File: config.mk
export PLATFORM = sky130hd
export DESIGN_NAME = rectify_ctrl
export DESIGN_NICKNAME = d
export VERILOG_FILES = /design/src/rtl/rectify_pkg.sv /design/src/rtl/rectify_beat_cnt.sv /design/src/rtl/rectify_ctrl.sv
export SDC_FILE = /design/constraint.sdc
export NUM_CORES = 1
export LEC_CHECK = 0
export BUFFER_PORTS_ARGS = -buffer_cell sky130_fd_sc_hd__buf_2
export CORE_AREA = 4 4 50 74
export CTS_BUF_LIST = sky130_fd_sc_hd__clkbuf_4
export DETAILED_ROUTE_END_ITERATION = 6
export DIE_AREA = 0 0 54 78
export PLACE_DENSITY = 0.73
export SLEW_MARGIN = 10
export SYNTH_ARGS = -nofsm -noshare
export SYNTH_HDL_FRONTEND = slang
export SYNTH_SLANG_ARGS = --single-unit
File: constraint.sdc
create_clock -name clk -period 2.7 [get_ports clk]
set_input_delay 0.135 -clock clk [delete_from_list [all_inputs] [get_ports clk]]
set_output_delay 0.135 -clock clk [all_outputs]
set_load 0.005 [all_outputs]
File: src/rtl/rectify_pkg.sv
// Shared types for the rectifier frame controller: FSM state encoding and counter widths.
package rectify_pkg;

    localparam int unsigned FRAME_CNT_W = 16;

    typedef enum logic [1:0] {
        IDLE = 2'd0,
        RUN  = 2'd1,
        DONE = 2'd2
    } state_t;

endpackage

File: src/rtl/rectify_beat_cnt.sv
// Row/column position of the current beat within a ROW x COL output frame.
module rectify_beat_cnt #(
    parameter int unsigned ROW = 4,
    parameter int unsigned COL = 6,
    parameter int unsigned RW  = 2,
    parameter int unsigned CW  = 3
) (
    input  logic          clk,
    input  logic          rst,
    input  logic          beat,
    input  logic          clear,
    output logic [RW-1:0] row_idx,
    output logic [CW-1:0] col_idx,
    output logic          last
);

    logic col_end;
    logic row_end;

    assign col_end = (col_idx == CW'(COL - 1));
    assign row_end = (row_idx == RW'(ROW - 1));
    assign last    = col_end & row_end;

    always_ff @(posedge clk or posedge rst) begin
        if (rst) begin
            row_idx <= '0;
            col_idx <= '0;
        end else if (clear) begin
            row_idx <= '0;
            col_idx <= '0;
        end else if (beat) begin
            if (col_end) begin
                col_idx <= '0;
                // Final beat wraps the row as well, so non-power-of-two ROW stays in range.
                row_idx <= row_end ? '0 : row_idx + RW'(1);
            end else begin
                col_idx <= col_idx + CW'(1);
            end
        end
    end

endmodule

File: src/rtl/rectify_ctrl.sv
// Frame sequencer for the rectifier: start/abort handling, beat tracking, tlast checking.
// Optional watchdog enabled by defining RECTIFY_CTRL_TIMEOUT_EN.
module rectify_ctrl
    import rectify_pkg::*;
#(
    parameter int unsigned ROW     = 4,
    parameter int unsigned COL     = 6,
    parameter int unsigned TIMEOUT = 1024,
    localparam int unsigned RW = (ROW > 1) ? $clog2(ROW) : 1,
    localparam int unsigned CW = (COL > 1) ? $clog2(COL) : 1
) (
    input  logic                   clk,
    input  logic                   rst,
    input  logic                   start,
    input  logic                   abort,
    input  logic                   mon_tvalid,
    input  logic                   mon_tready,
    input  logic                   mon_tlast,
    output logic                   run,
    output logic                   busy,
    output logic                   frame_done,
    output logic                   err_tlast,
    output logic                   timeout,
    output logic [RW-1:0]          row_idx,
    output logic [CW-1:0]          col_idx,
    output logic [FRAME_CNT_W-1:0] frame_cnt
);

    state_t state, state_nx;
    logic   start_q;
    logic   primed;
    logic   start_edge;
    logic   beat;
    logic   accept;
    logic   count_en;
    logic   last;
    logic   wd_fire;

    // primed blocks the first post-reset cycle so a start held through reset is not an edge.
    assign start_edge = primed & start & ~start_q;
    assign beat       = mon_tvalid & mon_tready;
    assign accept     = (state == IDLE) & start_edge;
    assign count_en   = (state == RUN) & beat & ~abort & ~wd_fire;

    always_comb begin
        state_nx = state;
        unique case (state)
            IDLE: if (start_edge) state_nx = RUN;
            RUN: begin
                if (abort || wd_fire)   state_nx = IDLE;
                else if (beat && last)  state_nx = DONE;
            end
            DONE:    state_nx = IDLE;
            default: state_nx = IDLE;
        endcase
    end

    always_ff @(posedge clk or posedge rst) begin
        if (rst) begin
            state      <= IDLE;
            start_q    <= 1'b0;
            primed     <= 1'b0;
            run        <= 1'b0;
            busy       <= 1'b0;
            frame_done <= 1'b0;
            frame_cnt  <= '0;
            err_tlast  <= 1'b0;
        end else begin
            state      <= state_nx;
            start_q    <= start;
            primed     <= 1'b1;
            run        <= (state_nx == RUN);
            busy       <= (state_nx == RUN) || (state_nx == DONE);
            frame_done <= (state_nx == DONE);
            if (state == DONE)
                frame_cnt <= frame_cnt + FRAME_CNT_W'(1);
            if (accept)
                err_tlast <= 1'b0;
            else if (count_en && (mon_tlast != last))
                err_tlast <= 1'b1;
        end
    end

`ifdef RECTIFY_CTRL_TIMEOUT_EN
    localparam int unsigned WW = $clog2(TIMEOUT) + 1;
    logic [WW-1:0] wd_cnt;

    assign wd_fire = (state == RUN) & ~beat & (wd_cnt == WW'(TIMEOUT - 1));

    always_ff @(posedge clk or posedge rst) begin
        if (rst) begin
            wd_cnt  <= '0;
            timeout <= 1'b0;
        end else begin
            wd_cnt <= ((state == RUN) && !beat) ? wd_cnt + WW'(1) : '0;
            if (accept)
                timeout <= 1'b0;
            else if (wd_fire)
                timeout <= 1'b1;
        end
    end
`else
    assign wd_fire = 1'b0;
    assign timeout = 1'b0;
`endif

    rectify_beat_cnt #(
        .ROW (ROW),
        .COL (COL),
        .RW  (RW),
        .CW  (CW)
    ) u_beat_cnt (
        .clk     (clk),
        .rst     (rst),
        .beat    (count_en),
        .clear   (accept),
        .row_idx (row_idx),
        .col_idx (col_idx),
        .last    (last)
    );

endmodule

Word-level counts from Yosys, hierarchy flattened
Index checks and enable logic that the tools add are counted.
- bitwise operators: 9
- muxes and demuxes: 13
- reductions and logical operators: 8
- add/sub/neg operators: 3
- eq/ne operators: 7
- operators by type and width (operator ; number):
    $add A16 B1 Y16 const B ; 1
    $mux W2 ; 7
    $mux W3 ; 3
    $and A1 B1 Y1 ; 7
    $eq A2 B2 Y1 const B ; 3
    $reduce_bool A2 Y1 ; 3
    $eq A2 B1 Y1 const B ; 2
    $pmux W2 S2 ; 1
    $add A3 B1 Y3 const B ; 1
    $eq A3 B3 Y1 const B ; 1
    $add A2 B1 Y2 const B ; 1
    $logic_and A1 B1 Y1 ; 2
    $logic_not A2 Y1 ; 1
    $mux W1 ; 2
    $not A1 Y1 ; 2
    $reduce_and A2 Y1 ; 1
    $logic_or A1 B1 Y1 ; 1
    $ne A1 B1 Y1 ; 1
- flip-flop bits (word level): 29
- output and inout port bits: 26
- input port bits: 7
- logic and storage cells: 50

Depth between registers and ports, before layout
- word-level depth: 8
- depth in mapped cells: 6
- depth with buffers taken out: 6

Modules after synthesis
A second synthesis with hierarchy kept.
- cells, all modules: 109
- area total of the unflattened synthesis: 1313.8 um2
- by module, submodules not included (module ; cells each ; sequential area each (um2) ; instances ; area each (um2)):
    rectify_ctrl ; 86 ; 600.6 ; 1 ; 1038.5
    rectify_beat_cnt ; 23 ; 125.1 ; 1 ; 275.3

Worst setup path before layout
OpenSTA, ideal clock, no wires.
- path type: register to register
- start point: register state[1]
- end point: register busy
- path buffers: 0
- arrival: 1.514 ns
- setup time: 0.063 ns
- stages on the path, launching flop included: 6
- clock period less this slack: 1.577 ns
- setup slack: 1.123 ns
- data required time: 2.637 ns
- cell sequence: dfrtp_1 > or3b_4 > or3_4 > inv_2 > ha_1 > inv_1
- word-level cells in the longest chain between the ends: 5
- elaborated cells on any way between the ends: 9
- classes of those cells: eq/ne (3); mux (4); reduce/logical (2)
- ends and longest elaborated chain (what ; line ; RTL):
    from (decl) ; rectify_ctrl.sv:29 ; state_t state, state_nx;
    from (signal assigned) ; rectify_ctrl.sv:69 ; state <= state_nx;
    $mux W2 ; rectify_ctrl.sv:51 ; else if (beat && last) state_nx = DONE;
    $mux W2 ; rectify_ctrl.sv:50 ; if (abort || wd_fire) state_nx = IDLE;
    $pmux W2 S2 (*) ; rectify_ctrl.sv:47 ; unique case (state)
    net state_nx[1] ; rectify_ctrl.sv:29 ;
    $eq A2 B1 Y1 / $eq A2 B2 Y1 (equally long branches) ; rectify_ctrl.sv:73 ; busy <= (state_nx == RUN) || (state_nx == DONE);
    $logic_or A1 B1 Y1 (*) ; rectify_ctrl.sv:73 ;
    to (signal assigned) ; rectify_ctrl.sv:73 ;
    to (decl) ; rectify_ctrl.sv:20 ; output logic busy,
Mark *: on every way through the listed nets, which the timed path passes. The rest lies on a longest branch.
A chain may end at the register's enable or synchronous reset.

Worst setup path in the final report
Same ends and word-level chain as after synthesis.

==> reports/results.txt <==
clk sinks - 29
final setup margin - 1.031 ns
vias in the first global route - 1,074
# nets final - 164
CTS tree - built
GRT Overall Usage - 0.1481
number of I/O port buffers - 31
Antenna Cells - 0
Core Area - 3097 sq um
first-pass GRT wire length - 4554 microns
fin util - 0.5095
pwr dens - 470.9 nW/um^2
synth unique cells - 34
leading area contributor after synthesis - dfrtp_1
Post-Route WL - 2589 microns
post-layout minimum cycle time - 1.669 ns
Top FF cell, synth - dfrtp_1
Post-Syn Instances - 114
maximum VDD drop - 0.0003422 V
clk buf depth - 2
WHS Endpoint - err_tlast$_DFFE_PP0P_
critical path endpoint category - flop
Commonest cells post-synth - 29 x dfrtp_1, 12 x xnor2_1, 9 x nand3_1, 7 x nand2_1, 7 x nor2_1
CTS Buf Count - 5
Die Y-Extent - 78 microns
min-delay src - mon_tlast
count leader, synth - dfrtp_1
drt wl/cell - 13.41 microns
design area - 1578 sq um
GP Congestion - 0.8167
asr flop ratio synth - 1.000
first-pass iteration count of the detailed router - 4
area share of the largest cell type after synthesis - 0.5534
Die ar. - 4212 sq um
Hold Path Class - in -> reg
Setup crit start kind - flop
Resize count post-CTS - 0
slew margin rel. - 0.3248
# setup viols final - 0
Reg2Reg Depth - 5
Clock power frac - 0.329
Final Hold Viols - 0
Pint - 0.0005674 W
sequential-to-total area share from yosys stat - 0.5534
layout cells sized above 1 - 0.3007
reg-to-reg startpoint - state[1]$_DFF_PP0_
period utilization - 0.6182
Ys Warns - 0
clk_skew - 0.01020 ns
dominant cells by area after synthesis - dfrtp_1 55%, xnor2_1 8.0%, ha_1 3.8%
Critical Path RT - 2.97 ns
Sw Ratio - 0.2363
hold path depth - 3
Post-synth EDFFs - 0
highest clock rate - 599.1 MHz
DR vias - 994
status - finished, final reports clean
area grow syn2layout - 20.32%
LEAKAGE - 0.8089 nW
Die W - 54 microns
GRT overflow - 0
initial antenna violation count - 0
Clock Latency Late Sink - 0.33 ns
Comb pwr share - 0.061
row cnt - 25
drt drc - 0
DRT antenna net count - 0
DRT iter0 DRCs - 19
RSZ-0062 raised after global routing - false
post-synthesis instance area - 1311 sq um
largest net degree at the start of global routing - 30
initial core utilization - 0.4234
I/O pins - 33
Root Buffer - clkbuf_4
fillers - 285
Max Cap Viol - 0
DP HPWL - 1971 microns
post-placement cell area - 1509 sq um
synthesized flop and latch total - 29
H-tree levels - 2
r2r setup slk - 1.03 ns
Worst Tran Pin Value - 1.007 ns
DP Worst Slack - 1.051 ns
Critical Path Fanout Max - 8
setup TNS after final layout - 0 ns
Worst Path Arrival - 1.94 ns
syn nets - 125
class of the most critical setup path - reg -> reg
sequential power share - 0.610
P_sw - 0.0001756 W
Max Slew Vio Count - 0
clock slew at reported path FFs - 0.08 ns
average cell area after synthesis - 11.50 sq um
r2r endpoint - busy$_DFF_PP0_
vias per cell - 5.150
[flip-flops by register name (all words and copies together) (netlist names)]
name and flops:
run 1, primed 1, u_beat_cnt.row_idx 2, start_q 1, frame_cnt 16, frame_done 1, u_beat_cnt.col_idx 3, busy 1
err_tlast 1, state 2
[how the worst max path moves through the flow]
stage / cells past startpoint / slack, ns / endpoint / start
after global placement: 5 / 1.09 / busy$_DFF_PP0_ / state[1]$_DFF_PP0_
after floorplan: 5 / 1.12 / busy$_DFF_PP0_ / state[1]$_DFF_PP0_
final: 5 / 1.03 / busy$_DFF_PP0_ / state[1]$_DFF_PP0_
after global routing: 5 / 0.94 / busy$_DFF_PP0_ / state[1]$_DFF_PP0_
after CTS: 5 / 1.03 / busy$_DFF_PP0_ / state[1]$_DFF_PP0_
after detailed placement: 5 / 1.05 / busy$_DFF_PP0_ / state[1]$_DFF_PP0_
[critical path: stages (launching register included)]
cell,delay [ns]
dfrtp_1,0.46
or3b_4,0.44
or3_4,0.39
inv_2,0.06
ha_1,0.21
inv_1,0.05
[area by class of cell]
class                           count  area [sq um]  area share
Timing Repair Buffer               33         175.2      0.1110
Inverter                            5         18.77     0.01190
Sequential cell                    29         725.7      0.4600
Multi-Input combinational cell     79         559.3      0.3545
Clock buffer                        6         45.04     0.02855
Tap cell                           40         50.05     0.03172
Clock inverter                      1         3.754    0.002379
[through the flow]
step / cells / total power (W) / hold WS, ns
after global routing: 193 / 0.0007814 / 0.1030
after detailed placement: 184 / 0.0005057 / 0.2707
after global placement: 184 / 0.0005039 / 0.2621
final: 193 / 0.0007430 / 0.1033
after floorplan: 114 / 0.0004853 / 0.1664
after CTS: 192 / 0.0007556 / 0.09274
[layer usage]
layer | global-route usage | share of wire | up-vias | wire length, microns
li1 | - | - | 465 | -
met1 | 0.1524 | 0.36 | 484 | 936
met2 | 0.2427 | 0.54 | 39 | 1387
met3 | 0.05950 | 0.084 | 6 | 218
met4 | 0.08479 | 0.018 | 0 | 47
met5 | 0 | 0 | - | 0
[logic make-up after synthesis]
group,share of synthesized area
flip-flops,0.5534
AO/OA/AOI/OAI,0.01907
multiplexers,0.03149
AND/OR/NAND/NOR,0.2252
other,0.005727
adder cells (fa/ha/maj),0.03817
buffers and inverters,0.02004
XOR/XNOR,0.1069
[power by group through the flow]
stage	clock (W)	sequential [W]	combinational (W)
floorplan	0	0.000460	0.0000249
global placement	0	0.000461	0.0000426
detailed placement	0	0.000462	0.0000441
CTS	0.000257	0.000453	0.0000453
global route	0.000274	0.000455	0.0000520
finish	0.000245	0.000453	0.0000451
[timing repair]
| item | in CTS | in global routing |
|---|---|---|
| hold buffers | 1 | 1 |
| buffers inserted | 0 | 0 |
| hold endpoints to repair | 1 | 29 |
[layout by cell type (no fill, tap or decap), types with 4 or more instances in the layout]
cell	Yosys	final
buf_2	0	31
clkbuf_4	0	6
dfrtp_1	29	29
ha_1	4	4
nand2_1	7	7
nand3_1	9	9
nand4_1	4	4
nor2_1	7	7
xnor2_1	12	12
xor2_1	4	4
Note: power is estimated with default switching activity, not from simulation.
